$ cat config.mk
export PLATFORM = sky130hd
export DESIGN_NAME = pipeline_hazard_ctrl
export DESIGN_NICKNAME = d
export VERILOG_FILES = /design/src/rtl/pipeline_hazard_ctrl.sv
export SDC_FILE = /design/constraint.sdc
export NUM_CORES = 1
export LEC_CHECK = 0
export BUFFER_PORTS_ARGS = -buffer_cell sky130_fd_sc_hd__buf_2
export CORE_ASPECT_RATIO = 0.75
export CORE_MARGIN = 10
export CORE_UTILIZATION = 25
export CTS_CLUSTER_DIAMETER = 100
export DETAILED_ROUTE_END_ITERATION = 6
export SYNTH_ARGS = -nofsm -noshare
export SYNTH_HDL_FRONTEND = slang
export SYNTH_SLANG_ARGS = --single-unit
$ cat constraint.sdc
create_clock -name CLK -period 7.55 [get_ports CLK]
set_clock_uncertainty 0.1 [all_clocks]
set_input_delay 2.265 -clock CLK [delete_from_list [all_inputs] [get_ports CLK]]
set_output_delay 2.265 -clock CLK [all_outputs]
set_load 0.03 [all_outputs]
$ cat src/rtl/pipeline_hazard_ctrl.sv
// Hazard controller for the 5-stage pipeline: forwarding, load-use stall, branch flush and multi-cycle freeze.
// Optional macro HAZARD_PERF_CNT_EN adds the StallCycles / FlushEvents performance counters.
module pipeline_hazard_ctrl #(
    parameter int MC_TIMEOUT = 64,
    parameter int PERF_W     = 32
) (
    input  logic              CLK,
    input  logic              RESET,
    input  logic [4:0]        Rs1D,
    input  logic [4:0]        Rs2D,
    input  logic [4:0]        Rs1E,
    input  logic [4:0]        Rs2E,
    input  logic [4:0]        RdE,
    input  logic [4:0]        RdM,
    input  logic [4:0]        RdW,
    input  logic              RegWriteM,
    input  logic              RegWriteW,
    input  logic              MemtoRegE,
    input  logic              PCSrcE,
    input  logic              MCycleStartE,
    input  logic              MCycleDone,
    output logic              StallF,
    output logic              StallD,
    output logic              StallE,
    output logic              FlushD,
    output logic              FlushE,
    output logic              FlushM,
    output logic [1:0]        ForwardAE,
    output logic [1:0]        ForwardBE,
    output logic              McBusy,
`ifdef HAZARD_PERF_CNT_EN
    output logic [PERF_W-1:0] StallCycles,
    output logic [PERF_W-1:0] FlushEvents,
`endif
    output logic              McTimeout
);

    localparam int                CNT_W   = 10;
    localparam logic [CNT_W-1:0]  TO_LAST = CNT_W'(MC_TIMEOUT - 1);
    localparam logic [CNT_W-1:0]  CNT_ONE = 1;

    typedef enum logic {
        RUN     = 1'b0,
        MC_WAIT = 1'b1
    } mc_state_t;

    mc_state_t        state_q, state_d;
    logic [CNT_W-1:0] cnt_q, cnt_d;
    logic             timeout_q, timeout_d;
    logic             mc_stall;
    logic             lw_stall;
    logic             branch;

    // Multi-cycle handshake: MCycleStartE is a one-cycle issue pulse from Execute;
    // MCycleDone marks the cycle the result is valid and completes the operation,
    // even in the issue cycle. Done with no outstanding operation is ignored.
    always_ff @(posedge CLK) begin
        if (RESET) begin
            state_q   <= RUN;
            cnt_q     <= '0;
            timeout_q <= 1'b0;
        end else begin
            state_q   <= state_d;
            cnt_q     <= cnt_d;
            timeout_q <= timeout_d;
        end
    end

    always_comb begin
        state_d   = state_q;
        cnt_d     = cnt_q;
        timeout_d = timeout_q;
        mc_stall  = 1'b0;
        case (state_q)
            RUN: begin
                cnt_d = '0;
                if (MCycleStartE && !MCycleDone) begin
                    state_d  = MC_WAIT;
                    mc_stall = 1'b1;
                end
            end
            MC_WAIT: begin
                if (MCycleDone) begin
                    state_d = RUN;
                end else begin
                    mc_stall = 1'b1;
                    if (cnt_q == TO_LAST) begin
                        state_d   = RUN;
                        timeout_d = 1'b1;
                    end
                    if (cnt_q != '1) begin
                        cnt_d = cnt_q + CNT_ONE;
                    end
                end
            end
            default: state_d = RUN;
        endcase
    end

    always_comb begin
        lw_stall  = MemtoRegE && (RdE != 5'd0) && ((RdE == Rs1D) || (RdE == Rs2D));
        branch    = PCSrcE && (state_q == RUN);
        StallF    = 1'b0;
        StallD    = 1'b0;
        StallE    = 1'b0;
        FlushD    = 1'b0;
        FlushE    = 1'b0;
        FlushM    = 1'b0;
        ForwardAE = 2'b00;
        ForwardBE = 2'b00;
        if (!RESET) begin
            if (RegWriteM && (RdM != 5'd0) && (RdM == Rs1E)) begin
                ForwardAE = 2'b10;
            end else if (RegWriteW && (RdW != 5'd0) && (RdW == Rs1E)) begin
                ForwardAE = 2'b01;
            end
            if (RegWriteM && (RdM != 5'd0) && (RdM == Rs2E)) begin
                ForwardBE = 2'b10;
            end else if (RegWriteW && (RdW != 5'd0) && (RdW == Rs2E)) begin
                ForwardBE = 2'b01;
            end
            // The multi-cycle freeze dominates; a taken branch cancels a load-use stall.
            StallF = mc_stall || (lw_stall && !branch);
            StallD = mc_stall || (lw_stall && !branch);
            StallE = mc_stall;
            FlushM = mc_stall;
            FlushD = branch;
            FlushE = branch || (lw_stall && !mc_stall);
        end
    end

    assign McBusy    = (state_q == MC_WAIT);
    assign McTimeout = timeout_q;

`ifdef HAZARD_PERF_CNT_EN
    localparam logic [PERF_W-1:0] PERF_ONE = 1;

    always_ff @(posedge CLK) begin
        if (RESET) begin
            StallCycles <= '0;
            FlushEvents <= '0;
        end else begin
            if (StallF) StallCycles <= StallCycles + PERF_ONE;
            if (FlushD) FlushEvents <= FlushEvents + PERF_ONE;
        end
    end
`endif

endmodule

==> flow_metrics.env, run 1 <==
export IMPL_rows=20
export IMPL_root_buffer="clkbuf_8"
export IMPL_track_usage_pct=8.13
export IMPL_grtUsageMet2_pct=12.4
export IMPL_synth_net_count=174
export IMPL_power_switching_uw=46.2
export IMPL_setup_violations=0
export IMPL_gp_congestion=0.783
export IMPL_hold_depth=1
export IMPL_setup_slack_ps=1440
export IMPL_cp_arrival_ps=3740
export IMPL_cts_tree="built"
export IMPL_diodes=0
export IMPL_vias=1095
export IMPL_grt_pass1_wl_um=5010
export IMPL_yosys_area_share_simple_pct=29.6
export IMPL_crit_type="in2out"
export IMPL_yosysWarnings=0
export IMPL_max_slew_worst_pin_slew_ps=405
export IMPL_synth_xor_area_share_pct=29.0
export IMPL_grtUsageMet3_pct=2.36
export IMPL_critPathMaxStageDelay_ps=560
export IMPL_pin_count=55
export IMPL_final_hold_violation_count=0
export IMPL_yosysTopAreaCell="dfxtp_1"
export IMPL_dieArea_um2=7250
export IMPL_met1_usage_pct=10.3
export IMPL_drc_errors=0
export IMPL_ys_ff_latch=12
export IMPL_power_share_switching_pct=27.8
export IMPL_fill_cells=434
export IMPL_crit_fanout=4
export IMPL_postCtsSetupBuffers=0
export IMPL_max_cap_violations=0
export IMPL_crit_top_cell="buf_2"
export IMPL_cp_slowest_cell="or4_1"
export IMPL_placed_area_um2=1370
export IMPL_layout_drive_gt1_share_pct=34.6
export IMPL_die_h_um=76.3
export IMPL_p_leak_nw=0.557
export IMPL_syn_avg_cell_area_um2=8.12
export IMPL_r2r_cells=4
export IMPL_netlist_area_um2=1060
export IMPL_first_pass_iters=4
export IMPL_wl_per_cell_um=12.7
export IMPL_power_internal_uw=120
export IMPL_netlist_area_leader_share_pct=22.7
export IMPL_grt_setup_unrepaired="no"
export IMPL_fin_area_um2=1410
export IMPL_synth_top_family_by_area="simple AND/OR/NAND/NOR gates"
export IMPL_overflow=0
export IMPL_p_seq_share_pct=38.7
export IMPL_slew_violations=0
export IMPL_min_period_over_period_pct=80.9
export IMPL_initial_core_util_pct=26.0
export IMPL_portBuffers=54
export IMPL_finalSetupTns_ps=0
export IMPL_hpwlAfterDp_um=2570
export IMPL_yosys_area_share_adder_pct=1.18
export IMPL_drt_wl_total_um=3020
export IMPL_timing_fmax_mhz=164
export IMPL_area_delta_synth_final_pct=33.5
export IMPL_grt_max_degree=11
export IMPL_post_cts_resized=0
export IMPL_hp_class="reg2reg"
export IMPL_clock_sinks=12
export IMPL_grt_antenna_before_repair=0
export IMPL_synth_area_leaders="dfxtp_1 (23%), xor2_1 (17%), xnor2_1 (12%)"
export IMPL_clockBufferDepth=2
export IMPL_pre_cts_ws_ps=1420
export IMPL_vias_per_cell=4.62
export IMPL_seq_area_frac_synth_pct=22.7
export IMPL_outcome="finished, final reports clean"
export IMPL_h_tree_depth=1
export IMPL_layout_nets=228
export IMPL_cts_hold_buf=0
export IMPL_postRouteAntennaNets=0
export IMPL_end_kind="primary output"
export IMPL_pwr_share_clk_pct=33.7
export IMPL_powerDensity_nw_per_um2=118
export IMPL_fin_util_pct=34.8
export IMPL_die_w_um=95.0
export IMPL_cp_start_kind="primary input"
export IMPL_detail_route_iter0_violations=22
export IMPL_grt_pass1_vias=1109
export IMPL_cp_cell_sequence="buf_2 -> or4_1 -> o21ai_2 -> nor3_1 -> nor4_2 -> buf_2"
export IMPL_clk_pin_slew_ps=50
export IMPL_required_ps=5180
export IMPL_synthDistinctLibCells=35
export IMPL_cts_buffers=3
export IMPL_muxShareOfSynthArea_pct=1.90
export IMPL_netlist_instances=130
export IMPL_relSlewSlack_pct=73.0
export IMPL_core_area_um2=4050
export IMPL_grt_busiest_layer="met2"
export IMPL_clk_latency_ps=230
export IMPL_peakVddDrop_mv=0.0371
export IMPL_period_needed_ps=6110
export IMPL_p_comb_share_pct=27.6
export IMPL_synth_compound_area_share_pct=12.3
critical path, delay by kind of cell:
| family | cells | cell delay (ps) |
|---|---|---|
| AOI/OAI and AO/OA | 1 | 200 |
| buffers and inverters | 2 | 360 |
| and+or+nand+nor | 3 | 910 |
metal layers:
| metal | share of wire, % | wire [µm] |
|---|---|---|
| met3 | 8.5 | 255 |
| met4 | 1.1 | 34 |
| met1 | 45 | 1340 |
| met2 | 46 | 1380 |
| met5 | 0 | 0 |
placed cells by master (no fill, tap or decap), types with 2 or more instances in the layout:
| cell type | n |
|---|---|
| xnor2_1 | 14 |
| a31oi_1 | 2 |
| nor2b_1 | 3 |
| or4_1 | 4 |
| nand4_1 | 3 |
| nor4_1 | 4 |
| nor2_1 | 15 |
| buf_2 | 54 |
| dfxtp_1 | 12 |
| mux2i_1 | 2 |
| nand3_1 | 6 |
| nand2_1 | 6 |
| and4_1 | 2 |
| a311oi_1 | 2 |
| clkbuf_8 | 3 |
| nand2b_1 | 2 |
| inv_1 | 2 |
| nor4_2 | 2 |
| nor3_1 | 6 |
| o22ai_1 | 2 |
| xor2_1 | 21 |
| a211oi_1 | 2 |
worst paths after layout:
| kind | start | end | slack [ps] |
|---|---|---|---|
| min reg2reg | McTimeout | McTimeout | 380 |
| max | RdM[1] | ForwardBE[0] | 1440 |
| min | McTimeout | McTimeout | 380 |
| max reg2reg | cnt_q[3] | cnt_q[8] | 5970 |
Yosys cell counts:
master and n:
dfxtp_1 12, o21bai_1 1, a31oi_1 2, and2_1 1
xor2_1 21, nor2b_1 3, or4_1 4, a21oi_1 1
nand2_1 6, o21ai_2 1, o22ai_1 2, a22oi_1 1
buf_4 2, nor3_1 6, o21ai_1 1, a211oi_1 2
and4_1 2, xnor2_1 14, inv_1 2, o21ai_0 1
nor3b_2 1, nor2_1 15, nor4_2 2, ha_1 1
nand3_1 6, a311oi_1 2, nor4_1 4, mux2i_1 2
nand3b_1 1, o21ba_2 1, nand2b_1 2, nand4_1 3
clkbuf_1 3, a2111oi_2 1, o2111ai_1 1
power groups by stage:
stage	sequential, mW	combinational, mW	clock [mW]
final	0.0643	0.0459	0.0559
after global routing	0.0642	0.0508	0.0612
after CTS	0.0642	0.0463	0.0579
after detailed placement	0.0655	0.0461	0
after global placement	0.0655	0.0462	0
after floorplan	0.0659	0.0250	0
logic make-up after synthesis:
family                     count (synthesis)
AOI/OAI and AO/OA                         17
xor gates and xnor gates                  35
adders and majority gates                  1
buffers and inverters                      7
DFF                                       12
muxes                                      2
and+or+nand+nor                           56
state kept, by name, summed over array words and instances (netlist names):
| register | cells |
|---|---|
| cnt_q | 10 |
| McBusy | 1 |
| McTimeout | 1 |
cell type report:
type / instances / area [µm²] / area share [%]
well taps: 55 / 68.8 / 4.88
repair buffers: 54 / 270 / 19.2
flip-flops and latches: 12 / 240 / 17.0
multi-input cells: 111 / 782 / 55.5
inverters: 2 / 7.51 / 0.532
clock buffers: 3 / 41.3 / 2.93
through the flow:
stage | hold slack, ps | total power, mW | cells
final | 382 | 0.166 | 237
after global routing | 392 | 0.176 | 237
after CTS | 386 | 0.169 | 237
after detailed placement | 374 | 0.112 | 234
after global placement | 367 | 0.112 | 234
after floorplan | 379 | 0.0909 | 130
No activity file was read; power rests on OpenSTA's default activity.
==> run 2, diff against run 1 <==
clock period = 5.8 ns   (was 7.55 ns; I/O delays follow)
==> flow_metrics.env, run 2 (synthesized netlist as in run 1, its figures left out) <==
export IMPL_grt_pass1_vias=1110
export IMPL_area_delta_synth_final_pct=34.8
export IMPL_track_usage_pct=8.07
export IMPL_slew_violations=0
export IMPL_portBuffers=54
export IMPL_crit_fanout=4
export IMPL_outcome="finished, final reports clean"
export IMPL_first_pass_iters=4
export IMPL_rows=20
export IMPL_vias=1057
export IMPL_cts_tree="built"
export IMPL_max_slew_worst_pin_slew_ps=386
export IMPL_final_cell_mix="buf_2 (54), xor2_1 (21), nor2_1 (15), xnor2_1 (14), dfxtp_1 (12)"
export IMPL_grt_max_degree=11
export IMPL_fill_cells=436
export IMPL_largest_register_ffs=10
export IMPL_overflow=0
export IMPL_h_tree_depth=1
export IMPL_setup_violations=0
export IMPL_post_cts_resized=0
export IMPL_r2r_cells=4
export IMPL_die_w_um=95.0
export IMPL_p_leak_nw=0.565
export IMPL_gp_congestion=0.783
export IMPL_relSlewSlack_pct=74.3
export IMPL_drt_met1_wl_um=1310
export IMPL_power_uw=232
export IMPL_regMostFlops="cnt_q"
export IMPL_powerDensity_nw_per_um2=163
export IMPL_cts_hold_buf=0
export IMPL_diodes=0
export IMPL_core_area_um2=4050
export IMPL_min_period_over_period_pct=86.7
export IMPL_multiInputGateArea_um2=782
export IMPL_cp_arrival_ps=3190
export IMPL_max_cap_violations=0
export IMPL_hpwlAfterDp_um=2620
export IMPL_end_kind="primary output"
export IMPL_postRouteAntennaNets=0
export IMPL_dieArea_um2=7250
export IMPL_cts_buffers=3
export IMPL_final_hold_violation_count=0
export IMPL_dr_wl_met3_um=254
export IMPL_vias_per_cell=4.44
export IMPL_pin_count=55
export IMPL_drt_wl_total_um=2930
export IMPL_clk_pin_slew_ps=50
export IMPL_postCtsSetupBuffers=0
export IMPL_routed_top_layer="met3"
export IMPL_clockBufferDepth=2
export IMPL_timing_fmax_mhz=199
export IMPL_root_buffer="clkbuf_8"
export IMPL_initial_core_util_pct=26.0
export IMPL_detail_route_iter0_violations=28
export IMPL_peakVddDrop_mv=0.126
export IMPL_drc_errors=0
export IMPL_clock_sinks=12
export IMPL_die_h_um=76.3
export IMPL_cp_start_kind="primary input"
export IMPL_dr_wl_met2_um=1370
export IMPL_hp_class="reg2reg"
export IMPL_wl_per_cell_um=12.3
export IMPL_holdWs_ps=385
export IMPL_period_needed_ps=5030
export IMPL_crit_type="in2out"
export IMPL_grt_pass1_wl_um=5080
export IMPL_final_common_cell="buf_2"
export IMPL_grt_setup_unrepaired="no"
export IMPL_layout_nets=228
export IMPL_layout_drive_gt1_share_pct=35.0
export IMPL_final_seq_area_um2=240
export IMPL_clk_latency_ps=240
export IMPL_required_ps=3960
export IMPL_hold_depth=1
export IMPL_finalSetupTns_ps=0
export IMPL_grt_antenna_before_repair=0
## run 2: changes by cell type in the layout (fill, tap and decap cells not counted), sizes merged
cell	delta
clkbuf	+1
## run 2: critical path: stages
cell and delay (ps):
buf_2 120, or4_1 550, o21ai_2 190, nor3_1 100, nor4_2 250, buf_2 240
## run 2: layout make-up
class	count	share of cell area (%)
flip-flops and latches	12	16.9
well taps	55	4.83
multi-input cells	111	54.9
inverters	2	0.527
clock buffers	4	3.87
repair buffers	54	19.0
## run 2: per-layer routing
layer  vias to the layer above  GRT usage [%]
met2                        28           12.9
met1                       455           10.1
li1                        574              -
met5                         -              0
met3                         0           2.95
met4                         0           1.34
## run 2: final timing paths
kind | startpoint | end | slack (ps)
hold / removal | McTimeout | McTimeout | 390
setup / recovery | RdM[1] | ForwardBE[0] | 770
setup reg to reg | cnt_q[2] | cnt_q[8] | 4270
hold reg to reg | McTimeout | McTimeout | 390
## run 2: power by group
group / total (mW) / internal (mW) / switching [mW]
registers: 0.0836 / 0.0831 / 0.000521
logic: 0.0596 / 0.0275 / 0.0321
clock network: 0.0885 / 0.0598 / 0.0287
total: 0.232 / 0.170 / 0.0613
## run 2: metrics by stage
| step | worst slack, ps | std cells | area [µm²] | utilization (%) |
|---|---|---|---|---|
| floorplan | 760 | 130 | 1060 | - |
| detailed placement | 748 | 234 | 1370 | 33.8 |
| global placement | 767 | 234 | 1370 | 33.8 |
| finish | 773 | 238 | 1420 | 35.1 |
| CTS | 746 | 238 | 1420 | 35.1 |
| global route | 650 | 238 | 1420 | 35.1 |
